### src/rtl/req_resp_arbiter.sv
// Round-robin arbiter sharing one downstream request/response channel among NUM_REQ requesters,
// with an in-order tag FIFO routing responses back. Optional strict priority for requester 0 via REQ_RESP_ARB_PRIO_EN.
module req_resp_arbiter #(
    parameter int NUM_REQ         = 4,
    parameter int DATA_SIZE       = 16,
    parameter int MAX_OUTSTANDING = 4
) (
    input  logic                                 clk,
    input  logic                                 rstn,
    input  logic [NUM_REQ-1:0]                   req_valid,
    input  logic [NUM_REQ*DATA_SIZE-1:0]         req_data,
    output logic [NUM_REQ-1:0]                   req_ready,
    output logic [NUM_REQ-1:0]                   resp_valid,
    output logic [DATA_SIZE-1:0]                 resp_data,
    output logic                                 m_req_valid,
    output logic [DATA_SIZE-1:0]                 m_req_data,
    input  logic                                 m_req_ready,
    input  logic                                 m_resp_valid,
    input  logic [DATA_SIZE-1:0]                 m_resp_data,
    output logic [$clog2(MAX_OUTSTANDING):0]     outstanding,
    output logic                                 err_unexp_resp
);

    localparam int IDX_W = $clog2(NUM_REQ);
    localparam int PTR_W = $clog2(MAX_OUTSTANDING);
    localparam int CNT_W = PTR_W + 1;

    typedef enum logic [0:0] {
        IDLE = 1'b0,
        SEND = 1'b1
    } state_e;

    state_e                  state_q;
    logic [IDX_W-1:0]        rr_ptr_q;
    logic [IDX_W-1:0]        winner_q;
    logic                    m_req_valid_q;
    logic [DATA_SIZE-1:0]    m_req_data_q;

    logic [IDX_W-1:0]        tag_mem_q [MAX_OUTSTANDING];
    logic [PTR_W-1:0]        wr_ptr_q;
    logic [PTR_W-1:0]        rd_ptr_q;
    logic [CNT_W-1:0]        count_q;
    logic [CNT_W-1:0]        count_d;
    logic [NUM_REQ-1:0]      resp_valid_q;
    logic [DATA_SIZE-1:0]    resp_data_q;
    logic                    err_q;

    logic                    found_s;
    logic [IDX_W-1:0]        winner_s;
    logic                    full_s;
    logic                    empty_s;
    logic                    grant_s;
    logic                    push_s;
    logic                    pop_s;
    logic [DATA_SIZE-1:0]    win_data_s;
    logic [NUM_REQ-1:0]      head_onehot_s;
    logic [IDX_W-1:0]        rr_next_s;

    // Pick the winning requester for this cycle from rr_ptr_q and req_valid
`ifdef REQ_RESP_ARB_PRIO_EN
    always_comb begin
        logic [IDX_W-1:0] start_s;
        logic [IDX_W-1:0] cand_s;
        found_s  = 1'b0;
        winner_s = '0;
        start_s  = '0;
        cand_s   = '0;
        if (req_valid[0]) begin
            found_s  = 1'b1;
            winner_s = '0;
        end else begin
            // Requester 0 is excluded from the rotation, so a pointer of 0 starts the search at 1
            if (rr_ptr_q == '0) begin
                start_s = IDX_W'(1);
            end else begin
                start_s = rr_ptr_q;
            end
            for (int k = 0; k < NUM_REQ - 1; k++) begin
                cand_s = IDX_W'(((int'(start_s) - 1 + k) % (NUM_REQ - 1)) + 1);
                if (!found_s && req_valid[cand_s]) begin
                    found_s  = 1'b1;
                    winner_s = cand_s;
                end else begin
                    found_s  = found_s;
                end
            end
        end
    end
`else
    always_comb begin
        logic [IDX_W-1:0] cand_s;
        found_s  = 1'b0;
        winner_s = '0;
        cand_s   = '0;
        for (int k = 0; k < NUM_REQ; k++) begin
            cand_s = IDX_W'((int'(rr_ptr_q) + k) % NUM_REQ);
            if (!found_s && req_valid[cand_s]) begin
                found_s  = 1'b1;
                winner_s = cand_s;
            end else begin
                found_s  = found_s;
            end
        end
    end
`endif

    // Grant qualification and per-requester decode of winner data, ready pulse and response head
    always_comb begin
        full_s        = (count_q == CNT_W'(MAX_OUTSTANDING));
        empty_s       = (count_q == '0);
        grant_s       = 1'b0;
        win_data_s    = '0;
        req_ready     = '0;
        head_onehot_s = '0;
        if ((state_q == IDLE) && found_s && !full_s) begin
            grant_s = 1'b1;
        end else begin
            grant_s = 1'b0;
        end
        for (int i = 0; i < NUM_REQ; i++) begin
            if (winner_s == IDX_W'(i)) begin
                win_data_s   = req_data[i*DATA_SIZE +: DATA_SIZE];
                req_ready[i] = grant_s;
            end else begin
                req_ready[i] = 1'b0;
            end
            if (tag_mem_q[rd_ptr_q] == IDX_W'(i)) begin
                head_onehot_s[i] = 1'b1;
            end else begin
                head_onehot_s[i] = 1'b0;
            end
        end
        push_s = grant_s;
        pop_s  = m_resp_valid && !empty_s;
        if (winner_q == IDX_W'(NUM_REQ - 1)) begin
            rr_next_s = '0;
        end else begin
            rr_next_s = winner_q + IDX_W'(1);
        end
    end

    // Tag FIFO occupancy next-state; push and pop together cancel out
    always_comb begin
        case ({push_s, pop_s})
            2'b10:   count_d = count_q + CNT_W'(1);
            2'b01:   count_d = count_q - CNT_W'(1);
            default: count_d = count_q;
        endcase
    end

    // Request-side FSM: latch winner data on grant, hold it until the downstream handshake
    always_ff @(posedge clk or negedge rstn) begin
        if (!rstn) begin
            state_q       <= IDLE;
            rr_ptr_q      <= '0;
            winner_q      <= '0;
            m_req_valid_q <= 1'b0;
            m_req_data_q  <= '0;
        end else begin
            case (state_q)
                IDLE: begin
                    if (grant_s) begin
                        state_q       <= SEND;
                        winner_q      <= winner_s;
                        m_req_valid_q <= 1'b1;
                        m_req_data_q  <= win_data_s;
                    end else begin
                        state_q       <= IDLE;
                        m_req_valid_q <= 1'b0;
                    end
                end
                SEND: begin
                    if (m_req_valid_q && m_req_ready) begin
                        state_q       <= IDLE;
                        m_req_valid_q <= 1'b0;
                        rr_ptr_q      <= rr_next_s;
                    end else begin
                        state_q       <= SEND;
                    end
                end
                default: begin
                    state_q       <= IDLE;
                    m_req_valid_q <= 1'b0;
                end
            endcase
        end
    end

    // Tag FIFO storage and response routing; unexpected responses set a sticky error
    always_ff @(posedge clk or negedge rstn) begin
        if (!rstn) begin
            for (int i = 0; i < MAX_OUTSTANDING; i++) begin
                tag_mem_q[i] <= '0;
            end
            wr_ptr_q     <= '0;
            rd_ptr_q     <= '0;
            count_q      <= '0;
            resp_valid_q <= '0;
            resp_data_q  <= '0;
            err_q        <= 1'b0;
        end else begin
            count_q <= count_d;
            if (push_s) begin
                tag_mem_q[wr_ptr_q] <= winner_s;
                wr_ptr_q            <= wr_ptr_q + PTR_W'(1);
            end else begin
                wr_ptr_q <= wr_ptr_q;
            end
            if (pop_s) begin
                rd_ptr_q     <= rd_ptr_q + PTR_W'(1);
                resp_valid_q <= head_onehot_s;
                resp_data_q  <= m_resp_data;
            end else begin
                resp_valid_q <= '0;
            end
            if (m_resp_valid && empty_s) begin
                err_q <= 1'b1;
            end else begin
                err_q <= err_q;
            end
        end
    end

    assign m_req_valid    = m_req_valid_q;
    assign m_req_data     = m_req_data_q;
    assign resp_valid     = resp_valid_q;
    assign resp_data      = resp_data_q;
    assign outstanding    = count_q;
    assign err_unexp_resp = err_q;

endmodule

### config.mk
export PLATFORM = sky130hd
export DESIGN_NAME = req_resp_arbiter
export DESIGN_NICKNAME = d
export VERILOG_FILES = /design/src/rtl/req_resp_arbiter.sv
export SDC_FILE = /design/constraint.sdc
export NUM_CORES = 1
export LEC_CHECK = 0
export CAP_MARGIN = 20
export CORE_MARGIN = 2
export CORE_UTILIZATION = 30
export DETAILED_ROUTE_END_ITERATION = 6
export PLACE_DENSITY_LB_ADDON = 0.12
export SYNTH_ARGS = -nofsm -noshare
export SYNTH_HDL_FRONTEND = slang
export SYNTH_SLANG_ARGS = --single-unit
### constraint.sdc
create_clock -name clk -period 3.05 [get_ports clk]
set_clock_uncertainty 0.05 [all_clocks]
set_input_delay 0.4575 -clock clk [delete_from_list [all_inputs] [get_ports clk]]
set_output_delay 0.4575 -clock clk [all_outputs]
set_load 0.005 [all_outputs]
==> results of run 1 <==
per-stage QoR:
stage / cell area [µm²] / std cells / setup slack, ps / power [mW] / utilization
after floorplan: 2849 / 279 / 604.8 / 2.324 / -
after global placement: 4388 / 543 / 79.12 / 3.244 / 0.4749
after detailed placement: 4388 / 543 / 84.43 / 3.276 / 0.4749
after CTS: 4551 / 559 / 72.86 / 3.903 / 0.4925
after global routing: 4559 / 559 / 0.7545 / 4.197 / 0.4934
final: 4559 / 559 / 94.30 / 3.855 / 0.4934
cell type report:
| class | count | area [µm²] | area share |
|---|---|---|---|
| well taps | 129 | 161.4 | 0.03540 |
| repair buffers | 147 | 1429 | 0.3134 |
| multi-input cells | 199 | 1318 | 0.2890 |
| flip-flops and latches | 58 | 1451 | 0.3183 |
| inverters | 10 | 37.54 | 0.008233 |
| clock buffers | 11 | 131.4 | 0.02881 |
| clock inverters | 5 | 31.28 | 0.006861 |
kinds of logic after synthesis:
kind of cell	after synthesis	synth area share
AOI/OAI and AO/OA	46	0.1195
xor gates and xnor gates	6	0.01845
adders and majority gates	7	0.03338
buffers and inverters	22	0.03337
DFF	58	0.5094
muxes	30	0.1212
and+or+nand+nor	110	0.1647
flip-flops by register name, indices dropped and copies added, names as in the netlist:
| name | cells |
|---|---|
| wr_ptr_q | 2 |
| m_req_data | 16 |
| m_req_valid | 1 |
| err_unexp_resp | 1 |
| outstanding | 3 |
| state_q | 1 |
| resp_data | 16 |
| rd_ptr_q | 2 |
| resp_valid | 4 |
| tag_mem_q | 8 |
| winner_q | 2 |
| rr_ptr_q | 2 |
worst paths after layout:
| check | from | end | slack (ps) |
|---|---|---|---|
| setup / recovery | req_valid[0] | req_ready[2] | 90 |
| hold / removal | rstn | resp_data[14] | 60 |
| setup reg to reg | rr_ptr_q[1] | m_req_data[3] | 730 |
| hold reg to reg | resp_data[13] | resp_data[13] | 420 |
| max in group asynchronous | rstn | m_req_data[7] | 2220 |
| min in group clk | resp_data[13] | resp_data[13] | 420 |
cells in the mapped netlist, types with 2 or more instances:
library cell	instances	area share
sky130_fd_sc_hd__nand2b_1	2	0.0044
sky130_fd_sc_hd__a222oi_1	8	0.028
sky130_fd_sc_hd__o21ai_0	6	0.011
sky130_fd_sc_hd__clkbuf_1	9	0.012
sky130_fd_sc_hd__o221ai_1	8	0.025
sky130_fd_sc_hd__nor3_1	2	0.0035
sky130_fd_sc_hd__a211oi_1	3	0.0079
sky130_fd_sc_hd__nand2_1	72	0.095
sky130_fd_sc_hd__nor2b_1	5	0.011
sky130_fd_sc_hd__xor2_1	2	0.0061
sky130_fd_sc_hd__ha_1	6	0.026
sky130_fd_sc_hd__inv_1	9	0.012
sky130_fd_sc_hd__nor2_1	16	0.021
sky130_fd_sc_hd__mux2i_1	12	0.042
sky130_fd_sc_hd__a21oi_1	8	0.014
sky130_fd_sc_hd__a21o_1	2	0.0053
sky130_fd_sc_hd__o21ai_1	4	0.0070
sky130_fd_sc_hd__mux4_2	2	0.016
sky130_fd_sc_hd__mux2_2	16	0.063
sky130_fd_sc_hd__and3_1	4	0.0088
sky130_fd_sc_hd__dfrtp_1	58	0.51
sky130_fd_sc_hd__nand3_1	2	0.0035
sky130_fd_sc_hd__xnor2_1	4	0.012
layer usage:
metal,global-route usage,up-vias,share of wire
met5,0,-,0
met4,0.05405,0,0.011
met3,0.06418,7,0.098
met2,0.2695,130,0.45
met1,0.2148,1212,0.44
li1,-,1265,-
report_power, final:
part           leakage (nW)  switching [mW]  internal, mW
Clock                0.0831           0.310         0.292
Combinational          1.21           0.831          1.07
Sequential            0.701           0.232          1.12
repair_timing:
item,4_1_cts,5_1_grt
gates resized for setup,0,2
hold buffers,0,0
endpoints found under the setup margin,0,3
setup buffers,0,0
cell usage in the layout (no fill, tap or decap), types with 2 or more instances in the layout:
cell / instances
sky130_fd_sc_hd__nor2b_1: 4
sky130_fd_sc_hd__clkbuf_1: 2
sky130_fd_sc_hd__a222oi_1: 8
sky130_fd_sc_hd__clkdlybuf4s50_1: 131
sky130_fd_sc_hd__o21ai_0: 6
sky130_fd_sc_hd__inv_1: 9
sky130_fd_sc_hd__clkbuf_8: 9
sky130_fd_sc_hd__a21o_1: 2
sky130_fd_sc_hd__a211oi_1: 3
sky130_fd_sc_hd__o21ai_1: 4
sky130_fd_sc_hd__clkinv_2: 3
sky130_fd_sc_hd__mux2i_1: 12
sky130_fd_sc_hd__nor2_1: 16
sky130_fd_sc_hd__o221ai_1: 8
sky130_fd_sc_hd__a21oi_1: 8
sky130_fd_sc_hd__mux2_2: 16
sky130_fd_sc_hd__buf_4: 15
sky130_fd_sc_hd__nor3_1: 2
sky130_fd_sc_hd__ha_1: 6
sky130_fd_sc_hd__dfrtp_1: 58
sky130_fd_sc_hd__xnor2_1: 4
sky130_fd_sc_hd__nand3_1: 2
sky130_fd_sc_hd__xor2_1: 2
sky130_fd_sc_hd__mux4_2: 2
sky130_fd_sc_hd__nand2_1: 72
sky130_fd_sc_hd__nand2b_1: 2
sky130_fd_sc_hd__and3_1: 4
worst max-delay path, stage by stage:
cell                              delay [ps]
sky130_fd_sc_hd__clkdlybuf4s50_1         580
sky130_fd_sc_hd__nor2b_2                 280
sky130_fd_sc_hd__nor2_1                   90
sky130_fd_sc_hd__o311ai_0                340
sky130_fd_sc_hd__buf_4                   200
sky130_fd_sc_hd__nor2_1                   50
sky130_fd_sc_hd__clkdlybuf4s50_1         440
==> summary by stage, run 1 <==
Hold path
The path type of the worst min-delay path is in2async.

Placed design
After legalization and detailed placement, the total HPWL measured approximately 6.2 mm. The global placer's final weighted congestion is around 0.8. Input and output buffers added on the ports amount to 132.

Floorplan
The core outline area is about 0.009 mm². For this design the top-level I/O count stands at approximately 130. Measured along the y axis, the die boundary spans between 100 and 150 µm. The die width is a little over 100 µm. The site row count is 35. For this configuration, the core starts out at a cell density of 0.3083. The die covers between 0.01 and 0.015 mm².

Worst setup path
Data on the critical path arrives at its endpoint at 2450 ps. The critical path in this run is classified as in2out. The worst setup path is launched from a primary input. Of all nets on the critical path, the largest fanout is 5. The worst-case reg-to-reg path depth is 7. The critical path endpoint category is an output pin.

At the worst endpoint, the required time is roughly 2500 ps.

Timing
The shortest clock period the worst path allows after layout is 2956 ps. The final hold violation count came to 0. Setup repair after global routing left no endpoint under its margin. Based on the critical path, the design can be clocked at up to 0.3383 GHz. The final-report setup violation count is 0. Hold timing on the final database bottoms out at a slack of around 56 ps.

Dividing the final minimum period by the clock period gives 0.9691. Measured against its own limit, the worst slew margin works out to 0.6279. The final max-slew violation count was 0. The transition time at the pin with the least slew margin is around 550 ps.

Setup total negative slack on the finished layout was measured at 0 ps.

Drt
The iteration count of the initial detailed-routing pass is 5. Dividing the detail-routed via count by the number of cells gives roughly 4.7. The total via count in the routed design is around 2600.

In this run the remaining antenna-violating nets after routing total 0. The count of unresolved DRC violations after routing is 0. After the first detailed-routing iteration, the DRC count stood at approximately 60. After detailed routing, the total wire length is between 8 and 9 mm.

After detailed routing, the average wire length per cell comes to approximately 15 µm.

Yosys
Among all flip-flop cells after synthesis, the most frequent one is sky130_fd_sc_hd__dfrtp_1. In this run the cell area of the synthesized design comes to about 0.0028 mm². The number of enable flip-flop cells after synthesis is 0. The post-synth net total is around 370. Of the synthesized area, sequential elements account for 0.5094. The number of warnings reported in the yosys synthesis log is 0. The number of synthesized register bits is 58. After synthesis, the share of flip-flops with an asynchronous set or reset is 1.000. The average footprint of a synthesized cell is roughly 10 µm². The synthesized netlist cell count is between 200 and 300.

The count of different cell masters after synthesis is 42.

CTS
After clock tree synthesis, the clock-pin slew on the worst setup and hold paths is ~70 ps. The clock insertion delay at the later pin of the skew report is 330 ps. The clock tree from TritonCTS is yes. The clock tree synthesis step divided the H-tree into 3 levels. Counting the buffers created by CTS gives 9.

CTS placed an instance of sky130_fd_sc_hd__clkbuf_8 at the clock tree root. The clock passes through at most 2 buffers. The clock drives between 50 and 60 sinks.

Outcome
The run finished with clean final reports.

Finish
The filler cell count is roughly 900. In the final layout, the share of cells above drive strength 1 is 0.1302. The repair_antennas step left the layout with diodes totalling 0. The net count of the finished layout is 520. The area growth from synthesis to layout is 60.04%.

Global route
The sum of overflow across all layers after global routing is 0. The number of global-route vias before repair is ~2700. The number of antenna violations at the first check in global routing is 0. The global-route wire length before repair is roughly 13 mm.

Across every metal layer, demand over resource in global routing totals 0.1697. Entering global routing, the biggest net connects 24 pins.

Power and ir drop
Summed over all cells, the static leakage comes to 1.998 nW. For this design the ratio of total power to cell area is about 850 mW/mm². The worst-case IR drop observed on VDD is roughly 330 µV.

Flow run
Across the run, the number of max-cap violations was 0.
No activity file was read; power rests on OpenSTA's default activity.
==> run 2: changes to the inputs <==
==> constraint.sdc (replaced) <==
create_clock -name clk -period 3.05 [get_ports clk]
set_clock_uncertainty 0.05 [all_clocks]
set_input_delay 0.4575 -clock clk [delete_from_list [all_inputs] [get_ports clk]]
set_output_delay 0.4575 -clock clk [all_outputs]
set_load 0.02 [all_outputs]
==> summary by stage, run 2 (synthesized netlist as in run 1, its figures left out) <==
Outcome
The flow ran to the end, and the final reports show no timing, DRC or antenna violations.

Floorplan
The die width is about 100 µm. From bottom edge to top edge, the die measures 101.5 µm. The die area is between 0.01 and 0.015 mm². In this run the core area contains 35 standard-cell rows. In this run the count of I/O pins placed on the die edge is roughly 130. The initial utilization of the core area, before any placement, comes to 0.3083. The core outline area is ~0.0092 mm².

CTS
The root cell of the clock tree is sky130_fd_sc_hd__clkbuf_8. The later pin in the worst-skew pair is clocked with a latency of between 300 and 400 ps. The tree built by TritonCTS fans out to 58 sinks. Clock-pin slew was measured on the worst setup and hold paths at roughly 70 ps. The TritonCTS buffer count is 9.

The clock tree from TritonCTS is yes. The level count of the clock H-tree is 3. In this run the deepest clock path goes through 2 buffers.

Finish
Of the cells placed in the final design, the portion with a size suffix greater than 1 is 0.1343. The number of antenna diodes in the final layout is 0. Once layout is complete, the utilization of the core stands at 0.5002. The most frequent standard cell in the layout excluding fill and tap cells is sky130_fd_sc_hd__clkdlybuf4s50_1. In the layout the commonest cells are sky130_fd_sc_hd__clkdlybuf4s50_1, sky130_fd_sc_hd__nand2_1, sky130_fd_sc_hd__dfrtp_1. The net count of the finished layout is approximately 520. The filler cell count is 898. Compared with the post-synthesis result, the final layout area differs by 62.23%.

Global route
The number of global-route vias before repair came to 2533. Across every metal layer, demand over resource in global routing totals 0.1629. After global routing the overflow that remains totals 0. Entering global routing, the biggest net connects 50 pins. The number of antenna violations at the first check in global routing was 0. The global-route wire length before repair is 12.59 mm.

Power and ir drop
Of the total power, combinational logic draws 0.515. The largest voltage drop on the vdd net is about 400 µV. Total power for the finished layout comes to 4.238 mW.

The internal portion of the total power is roughly 2.6 mW. In this run the power density over the cells is between 900 and 1000 mW/mm². The static leakage is 2.031 nW. The net switching power of the design is about 1.6 mW. The part of the total power dissipated in sequential elements is 0.318. Of the total power, the share spent switching nets is 0.3865.

The share of total power dissipated in the clock network is 0.167.

Timing
The final max-slew violation count is 0. The worst path in the final design needs a cycle of just under 3000 ps, including I/O delays and setup. The setup TNS is 0 ps. The transition time at the pin with the least slew margin is 486.8 ps. The final-report setup violation count is 0. The worst slew margin relative to its limit is 0.6725. Dividing the final minimum period by the clock period gives 0.9715. Based on the critical path, the design can be clocked at up to between 0.3 and 0.4 GHz. Setup repair after global routing left no endpoint under its margin. The final hold violation count was 0.

Worst setup path
The worst path buffer plus inverter count is 3. The largest fanout on the critical path is 3. The arrival time of data at the critical path endpoint is roughly 2500 ps.

STA classifies the critical path endpoint as an output pin. The slowest stage of the critical path belongs to the cell sky130_fd_sc_hd__clkdlybuf4s50_1. Walking the worst path, the cells encountered are clkdlybuf4s50_1, a21bo_2, a222oi_1, buf_4, nand2_2, nor2_1, clkdlybuf4s50_1.

The class of the most critical setup path is in2out. The delay of the slowest critical-path stage is between 600 and 700 ps. The startpoint type of the worst setup path is a primary input. Broken down by cell family, the worst path's largest delay share belongs to buffers and inverters. The cell with the most instances on the worst path is sky130_fd_sc_hd__clkdlybuf4s50_1.

The critical path data required time is about 2500 ps.

Drt
The final route contains approximately 2600 vias. Dividing the detail-routed via count by the number of cells gives about 4.6. The iteration count of the initial detailed-routing pass is 5. In this run, the number of DRC markers left after iteration 0 of detailed routing was between 90 and 100. The detail route stage leaves a number of antenna-violating nets equal to 0. Dividing the detail-routed wire length by the instance count gives 14.17 µm.

After detailed routing, the total wire length is 7.951 mm. The count of unresolved DRC violations after routing is 0.

Placed design
The number of port buffers is approximately 130. The global placer's final weighted congestion is 0.7785. After legalization and detailed placement, the total HPWL measured 5.866 mm.

Flow run
The reported max-cap violation count is 0.

Hold path
The tightest min-delay check is of the reg2reg type.
[run 2: cell types whose count changed in the layout (fill, tap and decap cells not counted)]
cell and change:
sky130_fd_sc_hd__buf_12 +1, sky130_fd_sc_hd__bufinv_16 +1, sky130_fd_sc_hd__clkbuf_1 -1, sky130_fd_sc_hd__clkbuf_8 +1, sky130_fd_sc_hd__clkinvlp_4 -1, sky130_fd_sc_hd__dlygate4sd3_1 +1
[run 2: routing by layer]
layer / wire [µm] / vias up / GRT usage
met5: 0 / - / 0
met4: 116 / 0 / 0.07484
met3: 715 / 9 / 0.05521
met2: 3478 / 125 / 0.2522
met1: 3640 / 1179 / 0.2061
li1: - / 1272 / -
[run 2: layout make-up]
type	count	area [µm²]	share of cell area
Timing Repair Buffer	149	1459	0.3156
Sequential cell	58	1451	0.3140
Multi-Input combinational cell	199	1318	0.2851
Tap cell	129	161.4	0.03492
Clock buffer	11	141.4	0.03059
Clock inverter	5	53.80	0.01164
Inverter	10	37.54	0.008121
[run 2: per-stage QoR]
stage | std cells | cell area (µm²) | setup WS (ps) | hold WS [ps]
2_1_floorplan | 279 | 2849 | 549.8 | 111.9
3_3_place_gp | 543 | 4400 | 36.00 | 287.2
3_5_place_dp | 543 | 4400 | 34.95 | 289.6
4_1_cts | 560 | 4606 | 18.95 | 430.0
5_1_grt | 561 | 4622 | 17.77 | 448.6
6_report | 561 | 4622 | 86.94 | 425.0
[run 2: power by group through the flow]
stage               Clock (mW)  Combinational (mW)  Sequential (mW)
finish                   0.707                2.18             1.35
CTS                      0.732                2.20             1.35
global route             0.770                2.40             1.39
global placement             0                2.17             1.35
detailed placement           0                2.19             1.36
floorplan                    0               0.998             1.60
[run 2: repair_timing]
| item | in CTS | in global routing |
|---|---|---|
| hold buffers | 1 | 0 |
| resized for setup | 0 | 2 |
| buffers inserted | 0 | 1 |
| endpoints found under the setup margin | 0 | 3 |
| endpoints found under the hold margin | 9 | 0 |
[run 2: tightest hold or removal path: stages (launching register included)]
cell	delay [ps]
sky130_fd_sc_hd__dfrtp_1	340
sky130_fd_sc_hd__nand2_1	50
sky130_fd_sc_hd__nand2_1	60
[run 2: final timing paths]
path                                    from       endpoint  slack (ps)  depth (start not counted)
worst max register to register   rr_ptr_q[1]  m_req_data[5]         740                          7
worst min-delay path            resp_data[5]   resp_data[5]         420                          2
min in group asynchronous               rstn  resp_data[11]         470                          2
worst min register to register  resp_data[5]   resp_data[5]         420                          2
worst max-delay path            req_valid[1]   req_ready[1]          90                          7
max in group asynchronous               rstn        state_q        1940                          3
==> run 3: changes to the inputs <==
--- a/config.mk
+++ b/config.mk
@@ -5,11 +5,13 @@
 export SDC_FILE = /design/constraint.sdc
 export NUM_CORES = 1
 export LEC_CHECK = 0
-export CAP_MARGIN = 20
+export CAP_MARGIN = 15
 export CORE_MARGIN = 2
 export CORE_UTILIZATION = 30
+export CTS_CLUSTER_DIAMETER = 100
 export DETAILED_ROUTE_END_ITERATION = 6
 export PLACE_DENSITY_LB_ADDON = 0.12
 export SYNTH_ARGS = -nofsm -noshare
 export SYNTH_HDL_FRONTEND = slang
 export SYNTH_SLANG_ARGS = --single-unit
+export TNS_END_PERCENT = 10
==> results of run 3 <==
No change in the layout: final DEF, timing and power equal those of run 2.
